### src/rtl/signal_light_mon.sv
// Passive checker for the two-road signal-light interface: decodes the phase,
// flags encoding/conflict/order/duration errors and reports phase statistics.
// Optional count continuity checker: define SIGNAL_LIGHT_MON_COUNT_CHK_EN.
module signal_light_mon #(
    parameter int unsigned GREEN_LEN  = 25,
    parameter int unsigned YELLOW_LEN = 5,
    parameter int unsigned TOL        = 1,
    parameter int unsigned CNT_MOD    = 60
) (
    input  logic       clk,
    input  logic       rst_n,
    input  logic [2:0] light1,
    input  logic [2:0] light2,
    input  logic [5:0] count,
    input  logic       err_clr,
    output logic [2:0] phase,
    output logic       locked,
    output logic [4:0] err,
    output logic       err_any,
    output logic [6:0] last_dur,
    output logic [7:0] cycle_cnt
);

    localparam logic [2:0] RED = 3'b100;
    localparam logic [2:0] YEL = 3'b010;
    localparam logic [2:0] GRN = 3'b001;
    localparam logic [6:0] TOL7 = 7'(TOL);
    localparam logic [6:0] DUR_MAX = 7'd127;

    typedef enum logic [2:0] {
        SYNC = 3'd0,
        PH1  = 3'd1,
        PH2  = 3'd2,
        PH3  = 3'd3,
        PH4  = 3'd4
    } phase_e;

    function automatic logic is_onehot(input logic [2:0] v);
        return (v == RED) || (v == YEL) || (v == GRN);
    endfunction

    function automatic phase_e succ(input phase_e p);
        phase_e n;
        case (p)
            PH1:     n = PH2;
            PH2:     n = PH3;
            PH3:     n = PH4;
            PH4:     n = PH1;
            default: n = SYNC;
        endcase
        return n;
    endfunction

    // Compare in 9 bits so LEN+TOL cannot wrap and LEN-TOL is never formed.
    function automatic logic dur_in_range(input logic [6:0] d, input logic green);
        logic [8:0] len;
        logic [8:0] dw;
        logic [8:0] tw;
        len = green ? 9'(GREEN_LEN) : 9'(YELLOW_LEN);
        dw  = {2'b00, d};
        tw  = {2'b00, TOL7};
        return ((dw + tw) >= len) && (dw <= (len + tw));
    endfunction

    phase_e     phase_q, phase_d;
    logic       locked_q, locked_d;
    logic [4:0] err_q, err_d;
    logic       err_any_q, err_any_d;
    logic [6:0] last_dur_q, last_dur_d;
    logic [7:0] cycle_cnt_q, cycle_cnt_d;
    logic [2:0] prev1_q, prev2_q;
    logic [6:0] dur_q, dur_d;
    logic       first_q, first_d;

    logic       enc_ok;
    logic       is_startup;
    logic       conflict;
    logic       same;
    logic       cnt_err;
    phase_e     samp_ph;
    logic [4:0] new_err;

    always_comb begin
        enc_ok     = is_onehot(light1) && is_onehot(light2);
        is_startup = (light1 == YEL) && (light2 == YEL);
        case ({light1, light2})
            {RED, GRN}: samp_ph = PH1;
            {RED, YEL}: samp_ph = PH2;
            {GRN, RED}: samp_ph = PH3;
            {YEL, RED}: samp_ph = PH4;
            default:    samp_ph = SYNC;
        endcase
        conflict = enc_ok &&
                   (((light1 != RED) && (light2 != RED) && !is_startup) ||
                    (is_startup && (phase_q != SYNC)));
        same = (light1 == prev1_q) && (light2 == prev2_q);
    end

`ifdef SIGNAL_LIGHT_MON_COUNT_CHK_EN
    logic [5:0] prev_cnt_q;
    logic       cnt_vld_q;
    logic [5:0] cnt_exp;

    always_comb begin
        cnt_exp = (prev_cnt_q == 6'(CNT_MOD - 1)) ? 6'd0 : prev_cnt_q + 6'd1;
        cnt_err = cnt_vld_q && (count != cnt_exp);
    end

    always_ff @(posedge clk or negedge rst_n) begin
        if (!rst_n) begin
            prev_cnt_q <= 6'd0;
            cnt_vld_q  <= 1'b0;
        end else begin
            prev_cnt_q <= count;
            cnt_vld_q  <= 1'b1;
        end
    end
`else
    logic unused_count;
    assign unused_count = ^count;
    assign cnt_err      = 1'b0;
`endif

    always_comb begin
        phase_d     = phase_q;
        dur_d       = dur_q;
        first_d     = first_q;
        last_dur_d  = last_dur_q;
        cycle_cnt_d = cycle_cnt_q;
        new_err     = 5'b00000;
        new_err[4]  = cnt_err;

        if (!enc_ok) begin
            new_err[0] = 1'b1;
            phase_d    = SYNC;
        end else if (conflict) begin
            new_err[1] = 1'b1;
            phase_d    = SYNC;
        end else if (phase_q == SYNC) begin
            if (samp_ph != SYNC) begin
                phase_d = samp_ph;
                first_d = 1'b1;
                dur_d   = 7'd1;
            end
        end else if (same) begin
            dur_d = (dur_q == DUR_MAX) ? dur_q : dur_q + 7'd1;
        end else if ((samp_ph != SYNC) && (samp_ph == succ(phase_q))) begin
            // The phase seen right after locking started mid-way, so skip it.
            if (!first_q) begin
                last_dur_d = dur_q;
                if (!dur_in_range(dur_q, (phase_q == PH1) || (phase_q == PH3)))
                    new_err[3] = 1'b1;
            end
            if (phase_q == PH4)
                cycle_cnt_d = cycle_cnt_q + 8'd1;
            first_d = 1'b0;
            dur_d   = 7'd1;
            phase_d = samp_ph;
        end else begin
            new_err[2] = 1'b1;
            phase_d    = SYNC;
        end

        err_d     = (err_clr ? 5'b00000 : err_q) | new_err;
        err_any_d = |err_d;
        locked_d  = (phase_d != SYNC);
    end

    always_ff @(posedge clk or negedge rst_n) begin
        if (!rst_n) begin
            phase_q     <= SYNC;
            locked_q    <= 1'b0;
            err_q       <= 5'b00000;
            err_any_q   <= 1'b0;
            last_dur_q  <= 7'd0;
            cycle_cnt_q <= 8'd0;
            prev1_q     <= 3'b000;
            prev2_q     <= 3'b000;
            dur_q       <= 7'd0;
            first_q     <= 1'b0;
        end else begin
            phase_q     <= phase_d;
            locked_q    <= locked_d;
            err_q       <= err_d;
            err_any_q   <= err_any_d;
            last_dur_q  <= last_dur_d;
            cycle_cnt_q <= cycle_cnt_d;
            prev1_q     <= light1;
            prev2_q     <= light2;
            dur_q       <= dur_d;
            first_q     <= first_d;
        end
    end

    assign phase     = phase_q;
    assign locked    = locked_q;
    assign err       = err_q;
    assign err_any   = err_any_q;
    assign last_dur  = last_dur_q;
    assign cycle_cnt = cycle_cnt_q;

endmodule

### config.mk
export PLATFORM = sky130hd
export DESIGN_NAME = signal_light_mon
export DESIGN_NICKNAME = d
export VERILOG_FILES = /design/src/rtl/signal_light_mon.sv
export SDC_FILE = /design/constraint.sdc
export NUM_CORES = 1
export LEC_CHECK = 0
export ABC_AREA = 1
export CORE_MARGIN = 5
export CORE_UTILIZATION = 35
export CTS_CLUSTER_DIAMETER = 50
export DETAILED_ROUTE_END_ITERATION = 16
export HOLD_SLACK_MARGIN = 0.15
export MAX_ROUTING_LAYER = met4
export PLACE_DENSITY_LB_ADDON = 0.2
export SETUP_SLACK_MARGIN = 0.02
export SYNTH_ARGS = -nofsm -noshare
export SYNTH_HDL_FRONTEND = slang
export SYNTH_SLANG_ARGS = --single-unit
### constraint.sdc
create_clock -name clk -period 1.7 [get_ports clk]
set_input_delay 0.17 -clock clk [delete_from_list [all_inputs] [get_ports clk]]
set_output_delay 0.17 -clock clk [all_outputs]
set_load 0.02 [all_outputs]
==> Flow_metrics.wiki <==
{| class="wikitable"
! Metric !! Value
|-
| Run status || finished with violations
|-
| Failing checks || negative setup slack
|-
| TritonCTS clock tree || built
|-
| Clock H-tree levels || 2
|-
| Placer Congestion || between 0.8 and 0.9
|-
| Number of iterations in the first detailed-routing pass || 4
|-
| CP Data Required Time || 1930 ps
|-
| Chip Width || just over 90 microns
|-
| TNS Setup || -5.65 ps
|-
| Clk Latency, worst-skew pair || 300 ps
|-
| Detailed placement HPWL || between 4 and 5 mm
|-
| Mapped Cells || around 330
|-
| Layout Nets || 459
|-
| Area delta synth->final || 57.1%
|-
| Number of port buffers || 33
|-
| Placed insts || between 400 and 500
|-
| Hold Path Depth || 1
|-
| Worst slew slack as a fraction of its limit || 0.538
|-
| Worst clock skew || between 8 and 9 ps
|-
| Inserted Diodes || 0
|-
| Starting density of the core || 0.356
|-
| Worst path slowest cell || sky130_fd_sc_hd__dfrtp_2
|-
| Syn nets || roughly 360
|-
| Power density cells || between 500 and 600 nW/um^2
|-
| Share of flip-flops with an asynchronous set or reset || 1.00
|-
| Number of rows created at floorplan || 30
|-
| Endpoints failing hold || 0
|-
| Clock buffers created by TritonCTS || 5
|-
| Count of cell types in the netlist || 28
|-
| Setup slack on the worst flop-to-flop path || -4 ps
|-
| Cell chosen for the clock root || sky130_fd_sc_hd__clkbuf_8
|-
| Reg-to-Reg Start || phase[0]
|-
| Clock period minus worst slack || 1700 ps
|-
| Tot GR Track Use || 0.149
|-
| Destination of the worst register-to-register timing path || last_dur[6]
|-
| Number of antenna violations at the first check in global routing || 0
|-
| First-iteration detailed-routing DRC count || 60
|-
| Worst path top cell family by delay || simple AND/OR/NAND/NOR gates
|-
| Total via count in the routed design || ~2400
|-
| Antenna-violating nets left || 0
|-
| Critical Path Start Type || register
|-
| Number of violations of the max-capacitance limit || 0
|-
| Average instance area after synthesis || ~7.2 sq um
|-
| Unrepaired setup endpoints after global routing || yes
|-
| Worst path cell trace || buf_6 > nand2_4 > nand3_1 > inv_1 > nand2_1 > nand2_2 > nand3_4 > buf_12 > nor2_4 > nor2_2 > a21oi_2
|-
| Launch instance of the worst min-delay path || light2[1]
|-
| Worst setup slack after layout || -4.48 ps
|-
| Cell Count, Final, Fillers Out || between 500 and 600
|-
| Buffer depth of the longest clock path || 2
|-
| Global route total overflow || 0
|-
| Post-route design area || roughly 3800 sq um
|-
| Drt total wl || between 6 and 7 mm
|-
| Via-to-Cell Ratio || approximately 4.7
|-
| Layout filler cell count || between 600 and 700
|-
| Vias in the first global route || around 2300
|-
| Period Utilization, post-route || 1.00
|-
| Measured slew at the worst slew-check pin || ~700 ps
|-
| Buffering stage count on the worst path with inverters included || 3
|-
| Layout cells sized above 1 || 0.376
|-
| Slew Limit Fails || 0
|-
| Post-DP Area || between 3000 and 4000 sq um
|-
| Type of the worst min-delay path || primary input to register
|-
| First-pass GRT wire length || between 10 and 15 mm
|-
| DRC violations left || 0
|-
| Top-level I/O count || 40
|-
| Pin count of the biggest net entering global routing || 31
|-
| Full die area || about 8600 sq um
|-
| Routed WL per cell || between 10 and 15 microns
|-
| Number of sinks driven by the clock tree || 39
|-
| Count of flip-flops with a built-in enable after synthesis || 0
|-
| Top flip-flop cell by instance count after synthesis || sky130_fd_sc_hd__dfrtp_1
|-
| Yosys warns || 0
|-
| Max FO, Critical Path || 7
|-
| Number of storage elements in the synthesis netlist || 39
|-
| CTS clock-pin slew for the worst setup and hold paths || 90 ps
|-
| Critical Setup Path Class || register to register
|-
| Hold-critical path endpoint || prev2_q[1]
|-
| Chip Height || between 90 and 100 microns
|-
| Register-to-Register Path Depth || 11
|-
| Post-placement setup slack || -532 ps
|-
| Worst ir drop on vdd || approximately 0.31 mV
|-
| Cell area after synthesis || ~2400 sq um
|-
| Crit path DAT || 1930 ps
|-
| Share of the yosys chip area belonging to registers || 0.405
|-
| Core area || slightly below 7000 sq um
|-
| Leakage || just under 2 nW
|-
| Delay of the slowest cell on the worst path || approximately 440 ps
|-
| Final setup violation count || 2
|-
| Peak Freq || 587 MHz
|-
| Element type at the critical path end || register
|}
cell families after synthesis:
family                     share of synthesized area
buffers and inverters                         0.0873
DFF                                            0.405
xor gates and xnor gates                      0.0364
and+or+nand+nor                                0.368
adders and majority gates                     0.0312
AOI/OAI and AO/OA                             0.0722
Yosys cell counts (2+ instances only):
library cell / number / area [sq um]
sky130_fd_sc_hd__a21oi_1: 11 / 55.1
sky130_fd_sc_hd__a21oi_2: 3 / 26.3
sky130_fd_sc_hd__dfrtp_1: 39 / 976
sky130_fd_sc_hd__ha_1: 6 / 75.1
sky130_fd_sc_hd__inv_1: 46 / 173
sky130_fd_sc_hd__inv_2: 3 / 11.3
sky130_fd_sc_hd__nand2_1: 102 / 383
sky130_fd_sc_hd__nand2_2: 6 / 37.5
sky130_fd_sc_hd__nand3_1: 36 / 180
sky130_fd_sc_hd__nand3b_1: 2 / 15.0
sky130_fd_sc_hd__nand4_1: 2 / 12.5
sky130_fd_sc_hd__nor2_1: 40 / 150
sky130_fd_sc_hd__nor2_2: 7 / 43.8
sky130_fd_sc_hd__nor3_1: 3 / 15.0
sky130_fd_sc_hd__o21ai_0: 6 / 30.0
sky130_fd_sc_hd__o21ai_2: 2 / 17.5
sky130_fd_sc_hd__xnor2_1: 8 / 70.1
sky130_fd_sc_hd__xor2_1: 2 / 17.5
state kept, by name, summed over array words and instances (netlist names):
register,cells
cycle_cnt,8
dur_q,7
last_dur,7
err,5
phase,3
prev1_q,3
prev2_q,3
err_any,1
first_q,1
locked,1
cells in the final DEF (no fill, tap or decap), types with 3 or more instances in the layout:
cell	n
sky130_fd_sc_hd__inv_2	5
sky130_fd_sc_hd__dfrtp_1	34
sky130_fd_sc_hd__nor2_2	15
sky130_fd_sc_hd__inv_1	42
sky130_fd_sc_hd__nand3_4	3
sky130_fd_sc_hd__a21oi_2	4
sky130_fd_sc_hd__a21oi_1	10
sky130_fd_sc_hd__nor2_4	10
sky130_fd_sc_hd__dfrtp_2	5
sky130_fd_sc_hd__buf_6	13
sky130_fd_sc_hd__clkdlybuf4s50_1	23
sky130_fd_sc_hd__xnor2_1	8
sky130_fd_sc_hd__buf_4	51
sky130_fd_sc_hd__nor2_1	24
sky130_fd_sc_hd__o21ai_0	4
sky130_fd_sc_hd__nand3_2	12
sky130_fd_sc_hd__nand3_1	22
sky130_fd_sc_hd__nand2_4	9
sky130_fd_sc_hd__clkbuf_8	5
sky130_fd_sc_hd__nand2_2	15
sky130_fd_sc_hd__ha_1	4
sky130_fd_sc_hd__nand2_1	84
sky130_fd_sc_hd__dlygate4sd2_1	7
power breakdown:
part           internal (mW)  switching [mW]  leakage (nW)
sequential             0.954          0.0321         0.506
combinational          0.122           0.150          1.38
clock                  0.294           0.367        0.0408
total                   1.37           0.550          1.92
per-layer routing:
| metal | up-vias | wire length (microns) | GRT usage |
|---|---|---|---|
| li1 | 1251 | - | - |
| met1 | 1130 | 2830 | 0.181 |
| met2 | 37 | 3220 | 0.251 |
| met3 | 9 | 159 | 0.0301 |
| met4 | 0 | 87 | 0.0415 |
| met5 | - | 0 | - |
stage by stage:
step	utilization	power, mW	hold WS, ps
detailed placement	0.470	1.23	263
global placement	0.470	1.23	277
global route	0.560	2.03	246
floorplan	-	1.09	-126
finish	0.560	1.92	236
CTS	0.520	1.92	226
final cells by class:
cell class	count	area [sq um]	share of cell area
repair buffers	97	856	0.226
clock inverters	3	23.8	0.00628
clock buffers	5	68.8	0.0182
multi-input cells	246	1560	0.413
well taps	80	100	0.0265
flip-flops and latches	39	982	0.260
inverters	49	189	0.0499
timing repair:
action,CTS,global route
setup endpoints to repair,29,28
pin swaps,25,40
hold buffers,1,0
setup buffers,11,7
gates resized for setup,55,57
endpoints found under the hold margin,28,0
cloned,1,1
worst max path at each step:
stage                              end       from  depth (start not counted)
final                      last_dur[6]   phase[0]                         11
after floorplan            last_dur[4]   phase[1]                         12
after CTS                  last_dur[5]   phase[0]                         12
after global routing       last_dur[6]   phase[0]                         11
after detailed placement  cycle_cnt[7]  light1[1]                         13
after global placement    cycle_cnt[7]  light1[1]                         13
Note: power is estimated with default switching activity, not from simulation.
